**config.mk**
```make
export PLATFORM = sky130hd
export DESIGN_NAME = tcam_key_unpacker_flat
export DESIGN_NICKNAME = d
export VERILOG_FILES = /design/src/rtl/tcam_key_unpacker_if.sv /design/src/rtl/tcam_key_unpacker.sv /design/src/flat_wrapper.sv
export SDC_FILE = /design/constraint.sdc
export NUM_CORES = 1
export LEC_CHECK = 0
export BUFFER_PORTS_ARGS = -buffer_cell sky130_fd_sc_hd__buf_4
export CAP_MARGIN = 30
export CORE_UTILIZATION = 32
export CTS_CLUSTER_DIAMETER = 50
export DETAILED_ROUTE_END_ITERATION = 10
export SYNTH_ARGS = -nofsm -noshare
export SYNTH_HDL_FRONTEND = slang
export SYNTH_SLANG_ARGS = --single-unit
```
**constraint.sdc**
```tcl
create_clock -name clk -period 4.1 [get_ports clk]
set_input_delay 0.41 -clock clk [delete_from_list [all_inputs] [get_ports clk]]
set_output_delay 0.41 -clock clk [all_outputs]
set_load 0.01 [all_outputs]
```
**src/rtl/tcam_key_unpacker_if.sv**
```systemverilog
// Handshake and field bus of the TCAM key unpacker: packed key in, unpacked
// fields out, each side with its own valid/ready pair.
interface tcam_key_unpacker_if;
  logic         key_valid;
  logic         key_ready;
  logic [127:0] key_in;

  logic         out_valid;
  logic         out_ready;
  logic [31:0]  src_ip;
  logic [31:0]  dst_ip;
  logic [7:0]   ip_proto;
  logic [15:0]  src_port;
  logic [15:0]  dst_port;
  logic [11:0]  vlan_id;
  logic [5:0]   dscp;
  logic         is_ipv4;
  logic         is_ipv6;
  logic         is_arp;
  logic         is_fragmented;
  logic [2:0]   err_flags;

  // Key producer and field consumer side
  modport master (
    output key_valid, key_in, out_ready,
    input  key_ready, out_valid, src_ip, dst_ip, ip_proto, src_port, dst_port,
           vlan_id, dscp, is_ipv4, is_ipv6, is_arp, is_fragmented, err_flags
  );

  // Unpacker side
  modport slave (
    input  key_valid, key_in, out_ready,
    output key_ready, out_valid, src_ip, dst_ip, ip_proto, src_port, dst_port,
           vlan_id, dscp, is_ipv4, is_ipv6, is_arp, is_fragmented, err_flags
  );
endinterface

```
**src/rtl/tcam_key_unpacker.sv**
```systemverilog
// TCAM key unpacker: splits 128-bit packed lookup keys into metadata fields,
// flags format violations, optionally drops bad keys, and keeps saturating
// accept/error counters. Output register O plus skid register S give full
// throughput with a registered key_ready.
module tcam_key_unpacker #(
  parameter bit          DROP_ERR = 1'b0,
  parameter int unsigned CNT_W    = 16
) (
  input  logic                 clk,
  input  logic                 rst_n,
  tcam_key_unpacker_if.slave   kif,
  input  logic                 cnt_clr,
  output logic [CNT_W-1:0]     key_cnt,
  output logic [CNT_W-1:0]     err_cnt
);

  logic [2:0]   in_err;
  logic         accept;
  logic         keep;
  logic         drain;

  logic         o_vld_q, o_vld_d;
  logic [127:2] o_key_q, o_key_d;
  logic [2:0]   o_err_q, o_err_d;
  logic         s_vld_q, s_vld_d;
  logic [127:2] s_key_q, s_key_d;
  logic [2:0]   s_err_q, s_err_d;
  logic         key_ready_q, key_ready_d;
  logic [CNT_W-1:0] key_cnt_q, key_cnt_d;
  logic [CNT_W-1:0] err_cnt_q, err_cnt_d;

  // Format checks on the incoming key: reserved bits, class exclusivity, ARP with L4 content
  always_comb begin
    in_err    = '0;
    in_err[0] = |kif.key_in[1:0];
    in_err[1] = (kif.key_in[5] & kif.key_in[4]) |
                (kif.key_in[5] & kif.key_in[3]) |
                (kif.key_in[4] & kif.key_in[3]);
    in_err[2] = kif.key_in[3] & ((|kif.key_in[63:24]) | kif.key_in[2]);
  end

  assign accept = kif.key_valid && key_ready_q;
  assign keep   = accept && !(DROP_ERR && (in_err != 3'b000));
  assign drain  = o_vld_q && kif.out_ready;

  // Output/skid register steering; S always drains into O before new keys so order is kept
  always_comb begin
    o_vld_d = o_vld_q;
    o_key_d = o_key_q;
    o_err_d = o_err_q;
    s_vld_d = s_vld_q;
    s_key_d = s_key_q;
    s_err_d = s_err_q;
    if (!o_vld_q || drain) begin
      if (s_vld_q) begin
        o_vld_d = 1'b1;
        o_key_d = s_key_q;
        o_err_d = s_err_q;
        s_vld_d = keep;
        if (keep) begin
          s_key_d = kif.key_in[127:2];
          s_err_d = in_err;
        end
      end else if (keep) begin
        o_vld_d = 1'b1;
        o_key_d = kif.key_in[127:2];
        o_err_d = in_err;
      end else begin
        o_vld_d = 1'b0;
      end
    end else if (keep) begin
      s_vld_d = 1'b1;
      s_key_d = kif.key_in[127:2];
      s_err_d = in_err;
    end
    key_ready_d = !s_vld_d;
  end

  // Saturating counters; clear wins over a same-cycle increment
  always_comb begin
    key_cnt_d = key_cnt_q;
    err_cnt_d = err_cnt_q;
    if (cnt_clr) begin
      key_cnt_d = '0;
      err_cnt_d = '0;
    end else if (accept) begin
      if (key_cnt_q != '1) key_cnt_d = key_cnt_q + 1'b1;
      if ((in_err != 3'b000) && (err_cnt_q != '1)) err_cnt_d = err_cnt_q + 1'b1;
    end
  end

  // State registers, asynchronously cleared
  always_ff @(posedge clk or negedge rst_n) begin
    if (!rst_n) begin
      o_vld_q     <= 1'b0;
      o_key_q     <= '0;
      o_err_q     <= '0;
      s_vld_q     <= 1'b0;
      s_key_q     <= '0;
      s_err_q     <= '0;
      key_ready_q <= 1'b1;
      key_cnt_q   <= '0;
      err_cnt_q   <= '0;
    end else begin
      o_vld_q     <= o_vld_d;
      o_key_q     <= o_key_d;
      o_err_q     <= o_err_d;
      s_vld_q     <= s_vld_d;
      s_key_q     <= s_key_d;
      s_err_q     <= s_err_d;
      key_ready_q <= key_ready_d;
      key_cnt_q   <= key_cnt_d;
      err_cnt_q   <= err_cnt_d;
    end
  end

  assign kif.key_ready     = key_ready_q;
  assign kif.out_valid     = o_vld_q;
  assign kif.src_ip        = o_key_q[127:96];
  assign kif.dst_ip        = o_key_q[95:64];
  assign kif.ip_proto      = o_key_q[63:56];
  assign kif.src_port      = o_key_q[55:40];
  assign kif.dst_port      = o_key_q[39:24];
  assign kif.vlan_id       = o_key_q[23:12];
  assign kif.dscp          = o_key_q[11:6];
  assign kif.is_ipv4       = o_key_q[5];
  assign kif.is_ipv6       = o_key_q[4];
  assign kif.is_arp        = o_key_q[3];
  assign kif.is_fragmented = o_key_q[2];
  assign kif.err_flags     = o_err_q;
  assign key_cnt           = key_cnt_q;
  assign err_cnt           = err_cnt_q;

endmodule

```
**src/flat_wrapper.sv**
```systemverilog
// flat-port wrapper written by rule: the top's interface ports become plain ports
module tcam_key_unpacker_flat 
#(
  parameter bit          DROP_ERR = 1'b0,
  parameter int unsigned CNT_W    = 16
)
  (clk, rst_n, cnt_clr, key_cnt, err_cnt, kif_key_valid, kif_key_in, kif_out_ready, kif_key_ready, kif_out_valid, kif_src_ip, kif_dst_ip, kif_ip_proto, kif_src_port, kif_dst_port, kif_vlan_id, kif_dscp, kif_is_ipv4, kif_is_ipv6, kif_is_arp, kif_is_fragmented, kif_err_flags);
  tcam_key_unpacker_if kif_i ();
  input  logic clk;
  input  logic rst_n;
  input  logic cnt_clr;
  output logic [CNT_W-1:0] key_cnt;
  output logic [CNT_W-1:0] err_cnt;
  input wire logic [$bits(kif_i.key_valid)-1:0] kif_key_valid;
  input wire logic [$bits(kif_i.key_in)-1:0] kif_key_in;
  input wire logic [$bits(kif_i.out_ready)-1:0] kif_out_ready;
  output wire logic [$bits(kif_i.key_ready)-1:0] kif_key_ready;
  output wire logic [$bits(kif_i.out_valid)-1:0] kif_out_valid;
  output wire logic [$bits(kif_i.src_ip)-1:0] kif_src_ip;
  output wire logic [$bits(kif_i.dst_ip)-1:0] kif_dst_ip;
  output wire logic [$bits(kif_i.ip_proto)-1:0] kif_ip_proto;
  output wire logic [$bits(kif_i.src_port)-1:0] kif_src_port;
  output wire logic [$bits(kif_i.dst_port)-1:0] kif_dst_port;
  output wire logic [$bits(kif_i.vlan_id)-1:0] kif_vlan_id;
  output wire logic [$bits(kif_i.dscp)-1:0] kif_dscp;
  output wire logic [$bits(kif_i.is_ipv4)-1:0] kif_is_ipv4;
  output wire logic [$bits(kif_i.is_ipv6)-1:0] kif_is_ipv6;
  output wire logic [$bits(kif_i.is_arp)-1:0] kif_is_arp;
  output wire logic [$bits(kif_i.is_fragmented)-1:0] kif_is_fragmented;
  output wire logic [$bits(kif_i.err_flags)-1:0] kif_err_flags;
  assign kif_i.key_valid = kif_key_valid;
  assign kif_i.key_in = kif_key_in;
  assign kif_i.out_ready = kif_out_ready;
  assign kif_key_ready = kif_i.key_ready;
  assign kif_out_valid = kif_i.out_valid;
  assign kif_src_ip = kif_i.src_ip;
  assign kif_dst_ip = kif_i.dst_ip;
  assign kif_ip_proto = kif_i.ip_proto;
  assign kif_src_port = kif_i.src_port;
  assign kif_dst_port = kif_i.dst_port;
  assign kif_vlan_id = kif_i.vlan_id;
  assign kif_dscp = kif_i.dscp;
  assign kif_is_ipv4 = kif_i.is_ipv4;
  assign kif_is_ipv6 = kif_i.is_ipv6;
  assign kif_is_arp = kif_i.is_arp;
  assign kif_is_fragmented = kif_i.is_fragmented;
  assign kif_err_flags = kif_i.err_flags;
  tcam_key_unpacker #(.DROP_ERR(DROP_ERR), .CNT_W(CNT_W)) u_core (.clk(clk), .rst_n(rst_n), .kif(kif_i), .cnt_clr(cnt_clr), .key_cnt(key_cnt), .err_cnt(err_cnt));
endmodule
```
After elaboration in Yosys (flattened, before gate mapping)

Index checks and enable logic that the tools add are counted.

Register bits after elaboration: 293
Bits in latches: 0
RAM bits: 0
Memory bits (read-only): 0
Bits of input ports: 133
Output and inout port bits: 163
Word-level logic and storage cells: 58
Memories: 0

$add $sub $neg: 2
Multiply operators: 0
Divide/modulo/power cells: 0
Magnitude comparators: 0
Eq/ne operators: 3
Shift-type cells: 0
Muxes and demuxes: 21
Bitwise operators: 7
Reductions and logical operators: 16

Operators with widths:

| cell                                                            | number |
|---|---|
| 126-bit 2-to-1 mux                                              | 5 |
| 16-bit 2-to-1 mux                                               | 6 |
| 40-bit OR reduction                                             | 1 |
| 16-bit by 1-bit adder with 16-bit output, second input constant | 2 |
| 16-bit != test, second input constant                           | 2 |
| 3-bit 2-to-1 mux                                                | 5 |
| 2-bit nonzero test                                              | 4 |
| 2-bit AND reduction                                             | 3 |
| 1-bit 2-to-1 mux                                                | 5 |
| 1-bit AND                                                       | 4 |
| 1-bit logical AND                                               | 3 |
| 1-bit OR                                                        | 3 |
| 3-bit nonzero test                                              | 1 |
| 1-bit logical NOT                                               | 2 |
| 2-bit by 1-bit != test with 1-bit output, second input constant | 1 |
| 2-bit OR reduction                                              | 1 |
| 1-bit logical OR                                                | 1 |

Depth between registers and ports, before layout

Gate-level depths: netlist (run 1).

Depth after elaboration: 8
Depth in mapped cells: 8
Depth with buffers taken out: 6

Worst setup path before layout (run 1)

OpenSTA, ideal clock, no wires.

Path kind: input to register
Start: input port kif_key_in[60]
End: register u_core.err_cnt_q[5], in the netlist u_core.err_cnt[5]
Setup time: 0.125 ns
Arrival: 1.810 ns
Required time: 3.975 ns
Setup slack: 2.164 ns
Stages on the path: 6
Path buffers: 1
Cell sequence: nor4_1 > nand4_1 > nor4_4 > buf_6 > nor4_2 > mux2_4

Longest elaborated chain between the ends: 7

RTL lines:

| what                          | line                     | RTL |
|---|---|---|
| start, declared               | flat_wrapper.sv:15       | `input wire logic [$bits(kif_i.key_in)-1:0] kif_key_in;` |
| 40-bit OR reduction           | tcam_key_unpacker.sv:39  | `in_err[2] = kif.key_in[3] & ((\|kif.key_in[63:24]) \| kif.key_in[2]);` |
| 1-bit OR                      | tcam_key_unpacker.sv:39  |  |
| 1-bit AND                     | tcam_key_unpacker.sv:39  |  |
| 3-bit nonzero test            | tcam_key_unpacker.sv:88  | `if ((in_err != 3'b000) && (err_cnt_q != '1)) err_cnt_d = err_cnt_q + 1'b1;` |
| 1-bit logical AND             | tcam_key_unpacker.sv:88  |  |
| 2-bit nonzero test (no line)  | n/a                      |  |
| 2-bit AND reduction (no line) | n/a                      |  |
| end signal, assigned          | tcam_key_unpacker.sv:113 | `err_cnt_q <= err_cnt_d;` |
| end, declared                 | tcam_key_unpacker.sv:30  | `logic [CNT_W-1:0] err_cnt_q, err_cnt_d;` |

No other way between the ends.
A chain may end at the register's enable or synchronous reset.

Worst setup path after layout (run 1)

Start: register u_core.err_cnt_q[0], in the netlist u_core.err_cnt[0]
End: register u_core.err_cnt_q[9], in the netlist u_core.err_cnt[9]

Longest elaborated chain between the ends: 4
Elaborated cells between the ends (all ways): 8
Those cells by class: 1 x add/sub; 1 x eq/ne; 3 x mux; 3 x reduce/logical

RTL lines:

| what                                                                              | line |
|---|---|
| 16-bit by 1-bit adder with 16-bit output / 16-bit != test (equally long branches) | tcam_key_unpacker.sv:88 |
| 16-bit 2-to-1 mux / 1-bit logical AND (equally long branches)                     | tcam_key_unpacker.sv:88 |
| 16-bit 2-to-1 mux / 2-bit nonzero test (equally long branches)                    | n/a |
| 16-bit 2-to-1 mux / 2-bit AND reduction (equally long branches)                   | n/a |

Several ways; a longest one is shown, not always the timed one. The select of a mux whose other input is x is not followed.

==> results.sh, run 1 <==
export IMPL_hold_buffers=1
export IMPL_fin_crit_sh_pct=62.9
export IMPL_finalInstanceArea_um2=16800
export IMPL_synth_cell_types=47
export IMPL_rsz0062_at_grt="false"
export IMPL_overflow=0
export IMPL_drt_initial_drc_count=406
export IMPL_h_tree_depth=2
export IMPL_seq_area_frac_synth_pct=57.7
export IMPL_skew_ns=0.0111
export IMPL_place_area_um2=15500
export IMPL_area_growth_pct=32.3
export IMPL_power_mw=13.0
export IMPL_synth_top_area_share_pct=57.5
export IMPL_drv_slew=0
export IMPL_synth_nets=1196
export IMPL_place_ws_ns=1.11
export IMPL_boundaryPins=296
export IMPL_routabilityCongestion=0.765
export IMPL_slew_headroom_pct=33.6
export IMPL_ys_flop_type="dfrtp_1"
export IMPL_crit_chain="ha_1 -> nand3_1 -> or3_1 -> o21ai_2 -> nor4b_2 -> mux2_4"
export IMPL_ys_warn_count=0
export IMPL_drive_above_1_share_pct=38.1
export IMPL_multi_input_area_um2=5060
export IMPL_grt_pass1_vias=9154
export IMPL_wirelength_um=31500
export IMPL_ant_nets=0
export IMPL_fmax_mhz=388
export IMPL_row_count=72
export IMPL_max_stage_delay_ns=0.78
export IMPL_portBuffers=295
export IMPL_setup_viol=0
export IMPL_netlist_area_um2=12700
export IMPL_synth_seq_cells=293
export IMPL_synthArstFlopShare_pct=100
export IMPL_clk_pin_slew_ns=0.06
export IMPL_slowest_stage="o21ai_2"
export IMPL_clock_path_buffers=3
export IMPL_cts_tree="done"
export IMPL_yosysMostFrequentCell="dfrtp_1"
export IMPL_synth_area_per_cell_um2=12.0
export IMPL_crit_path_start_kind="flip-flop"
export IMPL_tightest_slew_ns=0.989
export IMPL_clkSinkCount=293
export IMPL_outcome="finished clean"
export IMPL_critPathKind="flip-flop to flip-flop"
export IMPL_n_fill_cell=3735
export IMPL_gr_usage_all_layers_pct=15.6
export IMPL_synth_top_area_cell="dfrtp_1"
export IMPL_peakVddDrop_mv=0.440
export IMPL_power_density_nw_per_um2=773
export IMPL_critPathArrivalTime_ns=3.00
export IMPL_post_cts_buffers=0
export IMPL_final_net_count=1483
export IMPL_diodes=0
export IMPL_wl_per_cell_um=16.6
export IMPL_synthCells=1061
export IMPL_synth_edf_count=0
export IMPL_leakage_nw=7.58
export IMPL_numCtsBuffers=39
export IMPL_cp_end_kind="flip-flop"
export IMPL_synth_area_leaders="dfrtp_1, mux2_2, mux2i_1"
export IMPL_dr_pass1_iters=4
export IMPL_antenna_found_initial=0
export IMPL_cts_resized=0
export IMPL_dieArea_um2=40500
export IMPL_vias=9021
export IMPL_cp_required_ns=4.52
export IMPL_synthTopCellsByCount="dfrtp_1, nand2_1, o21ai_0, mux2i_1, mux2_2"
export IMPL_grt_pass1_wl_um=51000
export IMPL_hold_viol_final=0
export IMPL_clock_latency_ns=0.54
export IMPL_die_height_um=201
export IMPL_vias_per_cell=4.76
export IMPL_maxCapViolCount=0
export IMPL_core_um2=38900
export IMPL_drcViolationCount=0
export IMPL_initial_core_util_pct=32.6
export IMPL_crit_fanout=23
export IMPL_tns_ns=0
export IMPL_die_w_um=201
export IMPL_hold_path_class="primary input to flip-flop"
export IMPL_ctsRootBufferMaster="clkbuf_16"
export IMPL_grt_max_degree=117
export IMPL_fin_crit_ns=2.58
export IMPL_dpl_hpwl_um=21200
export IMPL_regArea_um2=7340
export IMPL_fin_ws_ns=1.52
-- where the power goes --
part	total (mW)	internal [mW]	switching (mW)	leakage, nW
sequential	4.97	4.21	0.755	3.58
clock	3.46	2.14	1.32	0.633
combinational	4.56	2.33	2.23	3.36
-- cells by family after synthesis --
kind of cell               Yosys count  synth area share, %
xor gates and xnor gates            12                0.827
buffers and inverters               72                 2.63
adders and majority gates            3                0.286
DFF                                293                 57.7
muxes                              261                 22.0
AOI/OAI and AO/OA                  174                 7.28
and+or+nand+nor                    246                 9.29
-- layout make-up --
class	count	share of cell area (%)
flip-flops and latches	293	43.6
multi-input cells	696	30.1
repair buffers	312	14.4
clock buffers	54	6.75
well taps	518	3.86
clock inverters	16	1.15
inverters	6	0.134
-- sequential cells by signal, summed over array words and instances (netlist names) --
signal and flops:
u_core.err_cnt 16, u_core.key_cnt 16, u_core.kif.err_flags 3, u_core.kif.key_ready 1, u_core.kif.out_valid 1, u_core.o_key_q 126, u_core.s_err_q 3, u_core.s_key_q 126
u_core.s_vld_q 1
-- per-stage QoR --
step | utilization (%) | instances | hold WS (ns)
floorplan | - | 1061 | 0.114
detailed placement | 39.8 | 1824 | 0.472
CTS | 43.2 | 1895 | 0.0715
global route | 43.2 | 1895 | 0.0855
finish | 43.2 | 1895 | 0.109
global placement | 39.8 | 1824 | 0.463
-- final timing paths --
path | from | to | slack (ns) | depth (start not counted)
min in group asynchronous | rst_n | u_core.s_key_q[42] | 0.54 | 2
max | u_core.err_cnt[0] | u_core.err_cnt[9] | 1.52 | 6
min | kif_key_in[119] | u_core.s_key_q[119] | 0.11 | 2
max in group asynchronous | rst_n | u_core.kif.key_ready | 2.54 | 3
min reg2reg | u_core.o_key_q[80] | u_core.o_key_q[80] | 0.48 | 2
max reg2reg | u_core.err_cnt[0] | u_core.err_cnt[9] | 1.52 | 6
-- layout by cell type, fill, tap and decap left out, types with 3 or more instances in the layout --
cell type	synthesis	layout
o21ai_1	4	3
and3_1	3	3
nor2_1	25	25
nor3_1	6	6
o21ai_0	134	133
o31ai_1	8	8
a21oi_1	20	20
xnor2_1	12	12
buf_4	2	305
or3_1	6	6
nand2_1	145	145
nand2b_1	3	3
clkbuf_1	35	7
nand3_1	13	13
nor2b_1	4	4
clkbuf_16	0	41
nor4_2	3	3
mux2_4	4	4
nor4_1	8	8
or2_2	3	3
clkinvlp_4	0	6
inv_1	6	6
mux2i_1	129	129
or4_1	7	7
buf_12	1	5
mux2_2	128	128
clkbuf_8	0	6
dfrtp_1	292	291
bufinv_16	0	3
nand4_1	7	7
-- critical path: cells and delay by family, from the launching register on --
kind / cells / cell delay, ns
AO/OA/AOI/OAI: 1 / 0.78
AND/OR/NAND/NOR: 3 / 0.63
flip-flops: 1 / 0.47
multiplexers: 1 / 0.34
adder cells (fa/ha/maj): 1 / 0.23
-- per-layer routing --
metal / vias to the layer above / GRT usage (%) / routed length (um)
met4: 0 / 5.47 / 751
met5: - / 0 / 0
met2: 222 / 23.7 / 13900
li1: 4335 / - / -
met1: 4414 / 21.1 / 14500
met3: 50 / 4.97 / 2320
Power figures use the tool's default switching activity.
==> inputs of run 2 (changes only) <==
--- a/config.mk
+++ b/config.mk
@@ -5,6 +5,7 @@
 export SDC_FILE = /design/constraint.sdc
 export NUM_CORES = 1
 export LEC_CHECK = 0
+export ABC_AREA = 1
 export BUFFER_PORTS_ARGS = -buffer_cell sky130_fd_sc_hd__buf_4
 export CAP_MARGIN = 30
 export CORE_UTILIZATION = 32
==> constraint.sdc (replaced) <==
create_clock -name clk -period 2.5 [get_ports clk]
set_input_delay 0.25 -clock clk [delete_from_list [all_inputs] [get_ports clk]]
set_output_delay 0.25 -clock clk [all_outputs]
set_load 0.01 [all_outputs]
==> run 2 against run 1 <==
Synthesized area increased by 0.85%. Sequential power is 63% higher. Clock power increased by 64%. Power up 70%. Synthesized cell count grew 48%. Register-to-register slack worse by 1.2 ns. Largest power group is now combinational cells. Sequential share of layout area fell by 3.3 points.
==> results.sh, run 2 <==
export IMPL_outcome="finished clean"
export IMPL_power_frac_comb_pct=37.5
export IMPL_setup_viol=0
export IMPL_wl_per_cell_um=15.4
export IMPL_ctsRootBufferMaster="clkbuf_16"
export IMPL_cts_resized=0
export IMPL_reg_top3="u_core.o_key_q: 126 flops, u_core.s_key_q: 126 flops"
export IMPL_grt_max_degree=133
export IMPL_skew_ns=0.0179
export IMPL_ys_warn_count=0
export IMPL_antenna_found_initial=1
export IMPL_die_height_um=202
export IMPL_clock_path_buffers=3
export IMPL_leakage_nw=8.89
export IMPL_dieArea_um2=40800
export IMPL_hold_buffers=127
export IMPL_power_density_nw_per_um2=1210
export IMPL_rsz0062_at_grt="false"
export IMPL_maxCapViolCount=0
export IMPL_crit_path_start_kind="flip-flop"
export IMPL_synth_seq_cells=293
export IMPL_ys_flop_type="dfrtp_1"
export IMPL_power_mw=22.1
export IMPL_power_switching_mw=8.19
export IMPL_synth_top_area_cell="dfrtp_1"
export IMPL_synthArstFlopShare_pct=100
export IMPL_vias_per_cell=4.73
export IMPL_dr_pass1_iters=5
export IMPL_overflow=0
export IMPL_ant_nets=0
export IMPL_yosysMostFrequentCell="nand2_1"
export IMPL_seq_area_frac_synth_pct=57.2
export IMPL_crit_chain="ha_1 -> nand2_1 -> nor3_2 -> nand3b_2 -> o21ai_4 -> nand2_2 -> inv_1 -> o21ai_0"
export IMPL_tns_ns=0
export IMPL_synth_cell_types=40
export IMPL_drt_initial_drc_count=763
export IMPL_peakVddDrop_mv=0.591
export IMPL_gr_usage_all_layers_pct=18.9
export IMPL_cp_end_kind="flip-flop"
export IMPL_slew_headroom_pct=51.7
export IMPL_grt_pass1_vias=11583
export IMPL_portBuffers=295
export IMPL_switching_share_pct=37.1
export IMPL_row_count=72
export IMPL_regArea_um2=7340
export IMPL_synthTopCellsByCount="nand2_1, dfrtp_1, nor2_1, a31oi_1, clkbuf_1"
export IMPL_drive_above_1_share_pct=20.0
export IMPL_drv_slew=0
export IMPL_synth_area_leaders="dfrtp_1, nand2_1, a31oi_1"
export IMPL_place_area_um2=15600
export IMPL_multi_input_area_um2=4950
export IMPL_numCtsBuffers=39
export IMPL_finalInstanceArea_um2=18200
export IMPL_synth_area_per_cell_um2=8.17
export IMPL_r2r_slack_ns=0.31
export IMPL_boundaryPins=296
export IMPL_cpLargestDelayFamily="simple AND/OR/NAND/NOR gates"
export IMPL_clkSinkCount=293
export IMPL_final_net_count=2094
export IMPL_fmax_mhz=457
export IMPL_cts_tree="done"
export IMPL_synth_nets=1703
export IMPL_wirelength_um=38500
export IMPL_crit_fanout=14
export IMPL_layout_common_cells="nand2_1, buf_4, dfrtp_1"
export IMPL_clock_latency_ns=0.54
export IMPL_tightest_slew_ns=0.725
export IMPL_h_tree_depth=2
export IMPL_routabilityCongestion=0.794
export IMPL_clk_pin_slew_ns=0.06
export IMPL_cp_required_ns=2.90
export IMPL_final_util_pct=46.6
export IMPL_post_cts_buffers=0
export IMPL_synthCells=1568
export IMPL_slowest_stage="dfrtp_1"
export IMPL_synth_top_area_share_pct=57.0
export IMPL_synthAdderAreaFrac_pct=0.273
export IMPL_hold_path_class="primary input to flip-flop"
export IMPL_area_growth_pct=42.0
export IMPL_drcViolationCount=0
export IMPL_p_int_mw=13.9
export IMPL_grt_pass1_wl_um=61800
export IMPL_synthMuxAreaShare_pct=0
export IMPL_max_stage_delay_ns=0.41
export IMPL_mostFrequentLayoutCell="nand2_1"
export IMPL_fin_crit_ns=2.19
export IMPL_clock_power_share_pct=25.7
export IMPL_critPathKind="flip-flop to flip-flop"
export IMPL_hold_viol_final=0
export IMPL_n_fill_cell=3722
export IMPL_netlist_area_um2=12800
export IMPL_core_um2=39100
export IMPL_dpl_hpwl_um=23500
export IMPL_synth_top_family_by_area="simple AND/OR/NAND/NOR gates"
export IMPL_fin_crit_sh_pct=87.6
export IMPL_synth_edf_count=0
export IMPL_vias=11862
export IMPL_synth_compound_area_share_pct=7.96
export IMPL_sequentialPowerShare_pct=36.8
export IMPL_synth_xor_area_share_pct=0.820
export IMPL_critPathArrivalTime_ns=2.59
export IMPL_die_w_um=202
export IMPL_initial_core_util_pct=32.8
export IMPL_cp_buffers_inverters=1
export IMPL_synth_simple_area_share_pct=29.5
run 2: power by group through the flow:
stage	clock, mW	combinational, mW	sequential, mW
global route	6.05	9.26	8.36
finish	5.68	8.27	8.11
detailed placement	0	8.24	8.16
floorplan	0	4.22	8.41
global placement	0	8.07	8.10
CTS	5.86	8.40	8.11
run 2: metrics by stage:
stage / worst slack, ns / hold slack [ns] / std cells
after global placement: 0.431 / 0.265 / 2309
after CTS: 0.318 / 0.0272 / 2505
after global routing: 0.0602 / 0.0660 / 2506
after floorplan: 0.692 / -0.0456 / 1568
final: 0.311 / 0.0719 / 2506
after detailed placement: 0.335 / 0.262 / 2309
run 2: worst paths after layout:
check                                   startpoint                    to  depth (start not counted)
min in group asynchronous                    rst_n    u_core.o_key_q[53]                          2
worst min-delay path                 kif_out_ready  u_core.kif.out_valid                          4
max in group asynchronous                    rst_n  u_core.kif.key_ready                          3
worst max register to register   u_core.key_cnt[0]    u_core.key_cnt[13]                          8
worst max-delay path             u_core.key_cnt[0]    u_core.key_cnt[13]                          8
worst min register to register  u_core.s_key_q[63]    u_core.s_key_q[63]                          2
run 2: worst register-to-register path: stages (launching register included):
cell and delay (ns):
dfrtp_1 0.41, ha_1 0.19, nand2_1 0.10, nor3_2 0.30
nand3b_2 0.16, o21ai_4 0.24, nand2_2 0.22, inv_1 0.29
o21ai_0 0.14
run 2: cell type report:
class,instances,share of cell area (%)
flip-flops and latches,293,40.3
multi-input cells,1147,27.2
repair buffers,443,20.9
clock buffers,55,6.19
well taps,518,3.56
clock inverters,14,1.06
inverters,35,0.791
diodes,1,0.0137
run 2: layer usage:
metal	up-vias	wire length, um	GRT usage [%]
met3	59	2330	3.43
met5	-	0	0
li1	5799	-	-
met2	381	18700	32.0
met4	0	908	6.47
met1	5623	16600	24.2
run 2: logic make-up (layout without fill, tap and decap cells):
logic type / after synthesis / after routing
adder cells (fa/ha/maj): 3 / 3
buffers and inverters: 128 / 547
AO/OA/AOI/OAI: 165 / 165
XOR/XNOR: 12 / 12
flip-flops: 293 / 293
other: 0 / 1
AND/OR/NAND/NOR: 967 / 967
